==> src/rtl/sweep_ctrl8_defs.sv <==
// Shared state encoding and default widths for the sweep controller.
package sweep_ctrl8_defs;

    localparam int W_DEF  = 8;
    localparam int NW_DEF = 4;

    typedef enum logic [1:0] {
        ST_IDLE = 2'd0,
        ST_UP   = 2'd1,
        ST_DOWN = 2'd2,
        ST_DONE = 2'd3
    } state_t;

endpackage

==> src/rtl/sweep_cnt8.sv <==
// Up/down count register with load and step enable, plus the registered direction flag.
module sweep_cnt8
    import sweep_ctrl8_defs::*;
#(
    parameter int W = W_DEF
) (
    input  logic         clk,
    input  logic         reset,
    input  logic         load,
    input  logic [W-1:0] ld_val,
    input  logic         en,
    input  logic         up,
    input  logic         dir_d,
    output logic [W-1:0] count,
    output logic         dir
);

    localparam logic [W-1:0] ONE = W'(1);

    always_ff @(posedge clk) begin
        if (reset) begin
            count <= '0;
            dir   <= 1'b0;
        end else begin
            dir <= dir_d;
            if (load) begin
                count <= ld_val;
            end else if (en) begin
                count <= up ? (count + ONE) : (count - ONE);
            end
        end
    end

endmodule

==> src/rtl/sweep_ctrl8.sv <==
// Bounded up/down sweep controller: runs lo..hi..lo round trips, a fixed number or continuously.
module sweep_ctrl8
    import sweep_ctrl8_defs::*;
#(
    parameter int W  = W_DEF,
    parameter int NW = NW_DEF
) (
    input  logic          clk,
    input  logic          reset,
    input  logic          start,
    input  logic          stop,
    input  logic [W-1:0]  lo,
    input  logic [W-1:0]  hi,
    input  logic [NW-1:0] trips,
    output logic [W-1:0]  count,
    output logic          dir,
    output logic          busy,
    output logic          done,
    output logic          err
);

    state_t        state, state_nxt;
    logic [W-1:0]  lo_r, hi_r;
    logic [NW-1:0] trips_r, trip_cnt, trip_plus;
    logic          lat_en, trip_clr, trip_inc, err_nxt;
    logic          cnt_load, cnt_en, cnt_up;

    assign trip_plus = trip_cnt + NW'(1);
    assign busy      = (state == ST_UP) || (state == ST_DOWN);
    assign done      = (state == ST_DONE);

    always_comb begin
        state_nxt = state;
        lat_en    = 1'b0;
        trip_clr  = 1'b0;
        trip_inc  = 1'b0;
        err_nxt   = 1'b0;
        cnt_load  = 1'b0;
        cnt_en    = 1'b0;
        cnt_up    = 1'b1;
        unique case (state)
            ST_IDLE: begin
                if (start) begin
                    if (lo < hi) begin
                        lat_en    = 1'b1;
                        trip_clr  = 1'b1;
                        cnt_load  = 1'b1;
                        state_nxt = ST_UP;
                    end else begin
                        err_nxt = 1'b1;
                    end
                end
            end
            ST_UP: begin
                // Bound test before stepping keeps count from ever wrapping.
                if (stop) begin
                    state_nxt = ST_IDLE;
                end else if (count != hi_r) begin
                    cnt_en = 1'b1;
                end else begin
                    cnt_en    = 1'b1;
                    cnt_up    = 1'b0;
                    state_nxt = ST_DOWN;
                end
            end
            ST_DOWN: begin
                if (stop) begin
                    state_nxt = ST_IDLE;
                end else if (count != lo_r) begin
                    cnt_en = 1'b1;
                    cnt_up = 1'b0;
                end else begin
                    trip_inc = 1'b1;
                    if ((trips_r != '0) && (trip_plus == trips_r)) begin
                        state_nxt = ST_DONE;
                    end else begin
                        cnt_en    = 1'b1;
                        state_nxt = ST_UP;
                    end
                end
            end
            ST_DONE: begin
                state_nxt = ST_IDLE;
            end
            default: begin
                state_nxt = ST_IDLE;
            end
        endcase
    end

    always_ff @(posedge clk) begin
        if (reset) begin
            state    <= ST_IDLE;
            lo_r     <= '0;
            hi_r     <= '0;
            trips_r  <= '0;
            trip_cnt <= '0;
            err      <= 1'b0;
        end else begin
            state <= state_nxt;
            err   <= err_nxt;
            if (lat_en) begin
                lo_r    <= lo;
                hi_r    <= hi;
                trips_r <= trips;
            end
            if (trip_clr) begin
                trip_cnt <= '0;
            end else if (trip_inc) begin
                trip_cnt <= trip_plus;
            end
        end
    end

    sweep_cnt8 #(.W(W)) u_cnt (
        .clk    (clk),
        .reset  (reset),
        .load   (cnt_load),
        .ld_val (lo),
        .en     (cnt_en),
        .up     (cnt_up),
        .dir_d  (state_nxt == ST_UP),
        .count  (count),
        .dir    (dir)
    );

endmodule

==> config.mk <==
export PLATFORM = sky130hd
export DESIGN_NAME = sweep_ctrl8
export DESIGN_NICKNAME = d
export VERILOG_FILES = /design/src/rtl/sweep_ctrl8_defs.sv /design/src/rtl/sweep_cnt8.sv /design/src/rtl/sweep_ctrl8.sv
export SDC_FILE = /design/constraint.sdc
export NUM_CORES = 1
export LEC_CHECK = 0
export CORE_UTILIZATION = 49
export DETAILED_ROUTE_END_ITERATION = 8
export PLACE_DENSITY = 0.77
export SLEW_MARGIN = 20
export SYNTH_ARGS = -nofsm -noshare
export SYNTH_HDL_FRONTEND = slang
export SYNTH_HIERARCHICAL = 1
export SYNTH_SLANG_ARGS = --single-unit
export TNS_END_PERCENT = 20
==> constraint.sdc <==
create_clock -name clk -period 2.85 [get_ports clk]
set_clock_uncertainty 0.05 [all_clocks]
set_input_delay 0.57 -clock clk [delete_from_list [all_inputs] [get_ports clk]]
set_output_delay 0.57 -clock clk [all_outputs]
set_load 0.01 [all_outputs]
Word level (Yosys, flattened, before mapping)

Cells that the tools add are included.

Output and inout port bits: 12
Input bits: 24
Register bits: 36
Word-level logic and storage cells: 55

Eq/ne operators: 7
Reductions and logical operators: 7
Bitwise logic cells: 2
Add/subtract/negate cells: 3
Order comparisons: 1
Muxes and demuxes: 27

Operators by type and width:

| kind                                                                   | number |
|---|---|
| 8-bit two-way mux                                                      | 3 |
| 8-bit inequality test                                                  | 2 |
| 1-bit two-way mux                                                      | 14 |
| 2-bit two-way mux                                                      | 7 |
| 8-bit by 1-bit adder with 8-bit output (second input constant)         | 1 |
| 8-bit < comparator                                                     | 1 |
| 2-bit case mux with 4 select lines                                     | 1 |
| 8-bit by 1-bit subtractor with 8-bit output (second input constant)    | 1 |
| 4-bit by 1-bit adder with 4-bit output (second input constant)         | 1 |
| 2-bit by 1-bit equality test with 1-bit output (second input constant) | 2 |
| 2-bit equality test (second input constant)                            | 2 |
| 4-bit equality test                                                    | 1 |
| 1-bit case mux with 2 select lines                                     | 2 |
| 4-bit nonzero test                                                     | 1 |
| 3-bit OR reduction                                                     | 1 |
| 2-bit zero test                                                        | 1 |
| 1-bit inverter                                                         | 2 |
| 2-bit nonzero test                                                     | 1 |
| 2-bit OR reduction                                                     | 1 |
| 1-bit logical AND                                                      | 1 |
| 1-bit logical OR                                                       | 1 |

Depth between registers and ports, before layout

Gate-level depths: netlist of run 1.

Depth in word-level cells: 9
Gate-level depth with buffers: 14
Depth with buffers taken out: 12

Hierarchy

Netlist of run 1, hierarchy kept.

Modules (own cells, without submodules):

| module      | cells each | area each (um^2) | instances | sequential area each (um^2) |
|---|---|---|---|---|
| sweep_ctrl8 | 177        | 1,605.3          | 1         | 540.5 |
| sweep_cnt8  | 87         | 737.0            | 1         | 180.2 |

Worst setup path before layout of run 1

No wires, ideal clock.

Kind: input-to-reg
From: input port hi[7]
To: register u_cnt.count[6]
Library setup time: 0.062 ns
Arrival: 2.814 ns
Path slack: -0.076 ns
Stages: 12
Data required time: 2.738 ns
Cell sequence: inv_1 -> ha_1 -> nand4_1 -> o221ai_1 -> a21oi_1 -> and3_1 -> buf_2 -> buf_4 -> buf_6 -> or3b_4 -> or4b_1 -> nand3_1

Word-level cells in the longest chain between the ends: 5
Elaborated cells between the ends (all ways): 6

RTL lines:

| element                                                        | line              | source |
|---|---|---|
| from (decl)                                                    | sweep_ctrl8.sv:13 | `input logic [W-1:0] hi,` |
| 8-bit < comparator (*)                                         | sweep_ctrl8.sv:44 | `if (lo < hi) begin` |
| 1-bit two-way mux (*)                                          | sweep_ctrl8.sv:44 |  |
| 1-bit two-way mux (*)                                          | sweep_ctrl8.sv:43 | `if (start) begin` |
| 1-bit two-way mux (*)                                          | sweep_ctrl8.sv:41 | `unique case (state)` |
| named net cnt_load                                             | sweep_ctrl8.sv:26 | `logic cnt_load, cnt_en, cnt_up;` |
| 8-bit two-way mux / 2-bit nonzero test (equally long branches) | --                |  |
| to (signal assigned)                                           | sweep_cnt8.sv:27  | `count <= ld_val;` |
| to (signal assigned)                                           | sweep_cnt8.sv:29  | `count <= up ? (count + ONE) : (count - ONE);` |
| to (decl)                                                      | sweep_cnt8.sv:14  | `output logic [W-1:0] count,` |

The timed path passes the listed nets; every way through them passes the cells marked *.
A chain may end at the register's enable or synchronous reset.

Final worst setup path of run 1

From: input port lo[6]
To: register u_cnt.count[6]

Word-level cells in the longest chain between the ends: 5
Elaborated cells between the ends (all ways): 6

RTL lines:

| element                                                        | line              | source |
|---|---|---|
| from (decl)                                                    | sweep_ctrl8.sv:12 | `input logic [W-1:0] lo,` |
| 8-bit < comparator                                             | sweep_ctrl8.sv:44 |  |
| 1-bit two-way mux                                              | sweep_ctrl8.sv:44 |  |
| 1-bit two-way mux                                              | sweep_ctrl8.sv:43 |  |
| 1-bit two-way mux                                              | sweep_ctrl8.sv:41 |  |
| 8-bit two-way mux / 2-bit nonzero test (equally long branches) | --                |  |

Parallel ways exist; a longest one is shown, timed or not.

==> metrics.md, run 1 <==
| Metric | Value |
|---|---|
| Fmax | `0.3574 GHz` |
| Top sig layer | `met4` |
| Commonest non-fill, non-tap cells in the layout | `43 x buf_4, 36 x nor2_1, 32 x dfxtp_1` |
| Via count | `2205` |
| Fill cell count | `324` |
| R2R depth | `9` |
| Post-Synthesis Cell Area | `2342 um^2` |
| Leakage | `1.487 nW` |
| Vias per inst | `5.568` |
| CTS sink count | `36` |
| Die Width | `71.14 um` |
| Worst Hold Slack | `0.4803 ns` |
| Final core occ | `74.05%` |
| Initial Util | `52.35%` |
| Slew Viols, Final | `0` |
| Worst flop-to-flop path endpoint | `u_cnt/count[6]$_SDFFE_PP0P_` |
| Layout cells sized above 1 | `24.71%` |
| Worst setup path startpoint | `lo[6]` |
| IO buf count | `35` |
| RePlAce Congestion | `0.8378` |
| CTS Hold Bufs | `0` |
| # IOs | `36` |
| Synth Flop Type | `dfxtp_1` |
| Die H | `71.14 um` |
| Met2 WL | `3058 um` |
| Setup TNS | `0 ns` |
| Status | `finished with violations` |
| Largest net degree at the start of global routing | `32` |
| CTS clk-pin slew, worst paths | `0.07 ns` |
| Endpoints failing setup | `0` |
| NumNets Final | `386` |
| Synth-to-layout area growth | `41.45%` |
| Post-synthesis register bit count | `36` |
| Fraction of registers with async set/reset | `0%` |
| Post-layout power | `1.391 mW` |
| Reg2Reg Setup Slack | `0.05 ns` |
| Rel. slew slack | `76.01%` |
| Sequential share of the synthesized area | `30.77%` |
| Post-Route WL | `6248 um` |
| Max-Cap Viols | `0` |
| Die footprint | `5061 um^2` |
| All-layer global routing usage | `24.32%` |
| CORE AREA | `4474 um^2` |
| Failing checks | `design-rule violations` |
| Met3 routed WL | `295 um` |
| Cells after Synth | `264` |
| Hold Path Class | `register to register` |
| Pre-CTS WS | `-0.3165 ns` |
| Wl on met1 | `2828 um` |
| Crit. End Element | `register` |
| Setup WS post-layout | `0.05172 ns` |
| First-pass GRT wire length | `9556 um` |
| Max clock buf depth | `2` |
| Vias in the first global route | `2026` |
| CTS tree | `built` |
| First drt pass iteration count | `6` |
| Kind of critical path | `primary input to register` |
| Syn Nets | `307` |
| Worst-Margin Slew | `0.3508 ns` |
| Crit share post-route | `98.19%` |
| DR WL/cell | `15.78 um` |
| Synth area leaders | `dfxtp_1 31%, ha_1 9.6%, mux2i_1 9.4%, xor2_1 7.1%, nor2_1 5.8%` |
| Synth Area per Inst | `8.872 um^2` |
| Worst Path Required | `3.03 ns` |
| # diodes | `0` |
| # rows | `24` |
| DRT antenna net count | `0` |
| Final HPWL DP | `4456 um` |
| RR Startpoint | `trip_cnt[0]$_SDFFE_PP0P_` |
| PD cells | `419.7 nW/um^2` |
| Crit path to | `u_cnt/count[6]$_SDFFE_PP0P_` |
| Initial DRC count | `156` |
| Worst EP arrival | `2.98 ns` |
| Clock latency at the later pin of the worst-skew pair | `0.29 ns` |
| Yosys warns | `6` |
| Total congestion overflow | `0` |
| H-tree Lvls | `2` |
| Post-route minimum period | `2.798 ns` |
| Post-synth EDFFs | `0` |
| Post-synth top area share | `30.77%` |
| Initial antenna violation count | `0` |
| CTS Buf Count | `5` |
| Root Buffer | `clkbuf_8` |
| Crit path launch type | `primary input` |
| Crit path max fanout | `4` |
| Unique cell type count in the Yosys netlist | `51` |
| Final Hold Viols | `0` |
| Worst VDD drop | `179.0 uV` |
| Commonest non-fill, non-tap cell in the layout | `buf_4` |
| Area leader, netlist | `dfxtp_1` |
| Post-route DRC violation count | `2` |
[logic make-up (layout without fill, tap and decap cells)]
group,count (synthesis),in the layout,synth area share [%]
DFF,36,36,30.77
and+or+nand+nor,87,87,20.89
muxes,23,23,9.882
adders and majority gates,19,19,10.47
xor gates and xnor gates,27,27,10.10
AOI/OAI and AO/OA,49,49,13.52
buffers and inverters,23,103,4.380
[cell type report]
cell class | instances | area [um^2] | area share (%)
sequential | 36 | 728.2 | 21.98
clock buffer | 8 | 90.09 | 2.719
multi-input combinational | 205 | 1658 | 50.04
inverter | 14 | 52.55 | 1.586
timing repair buffer | 81 | 719.4 | 21.71
tap | 52 | 65.06 | 1.964
[what timing repair did]
item                                    CTS  global route
endpoints found under the setup margin    3            12
setup buffers                             0             5
resized for setup                         5            30
pin swaps                                 1            17
[worst min path at each step]
stage,cells after the start,to,slack (ns),startpoint
2_1_floorplan,2,trips_r[1]$_SDFFE_PP0P_,0.43,trips_r[1]$_SDFFE_PP0P_
3_3_place_gp,2,lo_r[1]$_SDFFE_PP0P_,0.44,lo_r[1]$_SDFFE_PP0P_
3_5_place_dp,2,lo_r[0]$_SDFFE_PP0P_,0.46,lo_r[0]$_SDFFE_PP0P_
4_1_cts,2,lo_r[0]$_SDFFE_PP0P_,0.47,lo_r[0]$_SDFFE_PP0P_
5_1_grt,2,hi_r[5]$_SDFFE_PP0P_,0.50,hi_r[5]$_SDFFE_PP0P_
6_report,2,hi_r[5]$_SDFFE_PP0P_,0.48,hi_r[5]$_SDFFE_PP0P_
[layer usage]
| layer | GRT usage (%) | vias to the layer above |
|---|---|---|
| met3 | 5.128 | 6 |
| met4 | 8.222 | 0 |
| met5 | 0 | - |
| met2 | 38.52 | 52 |
| met1 | 32.89 | 1062 |
| li1 | - | 1085 |
[metrics by stage]
| stage | cell area (um^2) | std cells |
|---|---|---|
| global route | 3313 | 396 |
| global placement | 3029 | 383 |
| CTS | 3139 | 391 |
| floorplan | 2365 | 264 |
| finish | 3313 | 396 |
| detailed placement | 3029 | 383 |
[report_power, final]
group	internal, mW	switching (mW)
clock network	0.197	0.183
registers	0.537	0.0311
logic	0.231	0.211
total	0.966	0.425
[cells in the mapped netlist, types with 2 or more instances]
cell type  instances
dfxtp_1           36
nor2_1            36
a21oi_1           22
mux2i_1           22
xor2_1            19
ha_1              18
inv_1             14
nand2_1           11
xnor2_1            8
nor3b_1            6
clkbuf_1           5
nor2b_1            4
nor3_1             4
o21a_1             4
a211o_1            3
a211oi_1           3
nand3_1            3
nor4_1             3
o21ai_0            3
o21ai_1            3
buf_4              2
nand4_1            2
nor4_4             2
o211ai_1           2
or3_1              2
or3b_2             2
[flip-flops by register name, summed over array words and instances (netlist names)]
name         count
hi_r             8
lo_r             8
u_cnt/count      8
trip_cnt         4
trips_r          4
state            2
err              1
u_cnt/dir        1
[critical path, stage by stage]
cell and delay (ns):
clkdlybuf4s50_1 0.46, ha_1 0.33, nand4_1 0.13, o221ai_2 0.22
a21oi_2 0.07, and3_4 0.18, or3b_4 0.41, or4b_1 0.53
nand3_1 0.09
No activity file was read; power rests on OpenSTA's default activity.
==> run 2: changes to the inputs <==
Settings changed: CORE_UTILIZATION 49 to 54, DONT_BUFFER_PORTS set to 1, PLACE_DENSITY 0.77 to 0.72.
==> run 2 against run 1 <==
  * The run now ends clean
  * Wire length decreased by 9.9%
  * Cell area shrank 14%
  * Sequential share of layout area increased by 3.7 points
  * Via count fell by 9.3%
  * Sequential power about the same
  * Clock power is 29% higher
  * Setup slack improved by 0.030 ns
  * Non-clock buffer count shrank 48
  * Utilization down 4.4 points
  * First-iteration DRC count fell by 24%
  * Highest routed layer unchanged
==> metrics.md, run 2 (synthesis gave the netlist of run 1 again) <==
| Metric | Value |
|---|---|
| RSZ-0062 raised after global routing | `yes` |
| Top Registers | `hi_r: 8 flops, lo_r: 8 flops, u_cnt/count: 8 flops` |
| Crit path cell chain | `ha_4 > o22a_1 > a211oi_1 > a2111o_1 > a21oi_2 > nor3b_1 > buf_4 > or3b_4 > or4b_4 > nand3_1` |
| Worst flop-to-flop path endpoint | `u_cnt/count[6]$_SDFFE_PP0P_` |
| Post-route DRC violation count | `0` |
| Fill cell count | `315` |
| Min-Delay Endpoint | `err$_SDFF_PP0_` |
| CTS sink count | `36` |
| Commonest non-fill, non-tap cell in the layout | `nor2_1` |
| RR Startpoint | `trip_cnt[0]$_SDFFE_PP0P_` |
| Worst Hold Slack | `0.2995 ns` |
| # IOs | `36` |
| Via count | `2000` |
| IO buf count | `0` |
| PD cells | `493.2 nW/um^2` |
| Final Hold Viols | `0` |
| Worst hold stages | `1` |
| Crit share post-route | `97.13%` |
| Status | `completed` |
| Largest net degree at the start of global routing | `36` |
| Max-Cap Viols | `0` |
| Crit path max fanout | `5` |
| # rows | `23` |
| CP max-delay cell | `or4b_4` |
| Initial antenna violation count | `0` |
| First drt pass iteration count | `4` |
| First-pass GRT wire length | `8942 um` |
| All-layer global routing usage | `26.43%` |
| Slew Viols, Final | `0` |
| Worst VDD drop | `233.7 uV` |
| Worst-Margin Slew | `0.3652 ns` |
| Kind of critical path | `register to register` |
| Worst Path Required | `3.02 ns` |
| CP top delay family | `simple AND/OR/NAND/NOR gates` |
| Layout cells sized above 1 | `25.68%` |
| Clock latency at the later pin of the worst-skew pair | `0.29 ns` |
| Initial DRC count | `118` |
| CTS tree | `built` |
| Initial Util | `57.32%` |
| Post-route minimum period | `2.768 ns` |
| RePlAce Congestion | `0.9033` |
| Root Buffer | `clkbuf_8` |
| Final HPWL DP | `4216 um` |
| Die H | `67.86 um` |
| Hold Path Class | `primary input to register` |
| R2R depth | `10` |
| Die footprint | `4605 um^2` |
| Area of the multi-input gates | `1625 um^2` |
| DRT antenna net count | `0` |
| Max clock buf depth | `2` |
| CP Buf/Inv Count | `1` |
| Commonest non-fill, non-tap cells in the layout | `36 x nor2_1, 33 x buf_4, 28 x dfxtp_1` |
| Fmax | `0.3613 GHz` |
| Vias per inst | `5.780` |
| Post-Route WL | `5627 um` |
| CORE AREA | `4086 um^2` |
| DR WL/cell | `16.26 um` |
| Worst EP arrival | `2.94 ns` |
| Hold Path Origin | `reset` |
| Crit. End Element | `register` |
| CP max stage delay | `0.49 ns` |
| Crit path launch type | `register` |
| Reg2Reg Setup Slack | `0.08 ns` |
| Endpoints failing setup | `0` |
| FF+latch area | `730.7 um^2` |
| Rel. slew slack | `75.03%` |
| NumNets Final | `338` |
| H-tree Lvls | `2` |
| CTS clk-pin slew, worst paths | `0.07 ns` |
| Setup TNS | `0 ns` |
| CTS Hold Bufs | `0` |
| Total congestion overflow | `0` |
| Vias in the first global route | `1937` |
| Die Width | `67.86 um` |
| CTS Buf Count | `5` |
| Synth-to-layout area growth | `21.47%` |
| # diodes | `0` |
| Leakage | `1.251 nW` |
-- run 2: cell types whose count changed in the layout (fill, tap and decap cells not counted), moves of 2 or more --
cell and change:
buf_6 -3, clkdlybuf4s50_1 -30, buf_4 -10, dfxtp_1 -4
clkbuf_1 -2, dfxtp_2 +5, dlymetal6s2s_1 -5
-- run 2: power by group --
| part | switching, mW | total [mW] | internal [mW] |
|---|---|---|---|
| Sequential | 0.0307 | 0.569 | 0.538 |
| Clock | 0.182 | 0.490 | 0.309 |
| Combinational | 0.175 | 0.344 | 0.169 |
| Total | 0.387 | 1.40 | 1.02 |
-- run 2: stage by stage --
step	util, %	total power [mW]	setup slack [ns]	area, um^2	instances
after floorplan	-	0.8106	0.005603	2365	264
after global routing	69.63	1.475	-0.08370	2845	346
final	69.63	1.403	0.08185	2845	346
after CTS	67.15	1.387	0.01253	2744	344
after detailed placement	63.47	0.8981	-0.05940	2594	335
after global placement	63.47	0.8904	0.01581	2594	335
-- run 2: area by class of cell --
type	count	share of cell area (%)
Inverter	14	1.847
Clock inverter	1	1.055
Clock buffer	7	3.386
Timing Repair Buffer	33	8.707
Multi-Input combinational cell	205	57.12
Tap cell	50	2.199
Sequential cell	36	25.68
-- run 2: worst max path at each step --
stage / from / cells past startpoint / slack (ns) / end
after CTS: u_cnt/count[3]$_SDFFE_PP0P_ / 13 / 0.01 / u_cnt/count[7]$_SDFFE_PP0P_
after floorplan: hi[7] / 12 / 0.006 / u_cnt/count[6]$_SDFFE_PP0P_
after detailed placement: trip_cnt[0]$_SDFFE_PP0P_ / 11 / -0.06 / u_cnt/count[6]$_SDFFE_PP0P_
after global placement: trip_cnt[0]$_SDFFE_PP0P_ / 10 / 0.02 / u_cnt/count[6]$_SDFFE_PP0P_
final: trip_cnt[0]$_SDFFE_PP0P_ / 10 / 0.08 / u_cnt/count[6]$_SDFFE_PP0P_
after global routing: trip_cnt[0]$_SDFFE_PP0P_ / 11 / -0.08 / u_cnt/count[7]$_SDFFE_PP0P_
-- run 2: worst reg2reg max path, cell delays in order, from the launching register on --
cell and delay [ns]:
dfxtp_2 0.34, ha_4 0.24, o22a_1 0.21, a211oi_1 0.24, a2111o_1 0.16, a21oi_2 0.06
nor3b_1 0.23, buf_4 0.18, or3b_4 0.40, or4b_4 0.49, nand3_1 0.10
-- run 2: per-layer routing --
layer	GRT usage, %	wire length [um]	vias to the layer above
met5	0	0	-
met4	8.333	90	0
met3	5.000	253	8
met2	45.54	2712	44
met1	32.99	2571	955
li1	-	-	993
-- run 2: what timing repair did --
action                     in CTS  in global routing
resized for setup               2                 22
buffers inserted                1                  2
pin swaps                       0                 12
hold endpoints to repair        0                  0
setup endpoints to repair       3                  5
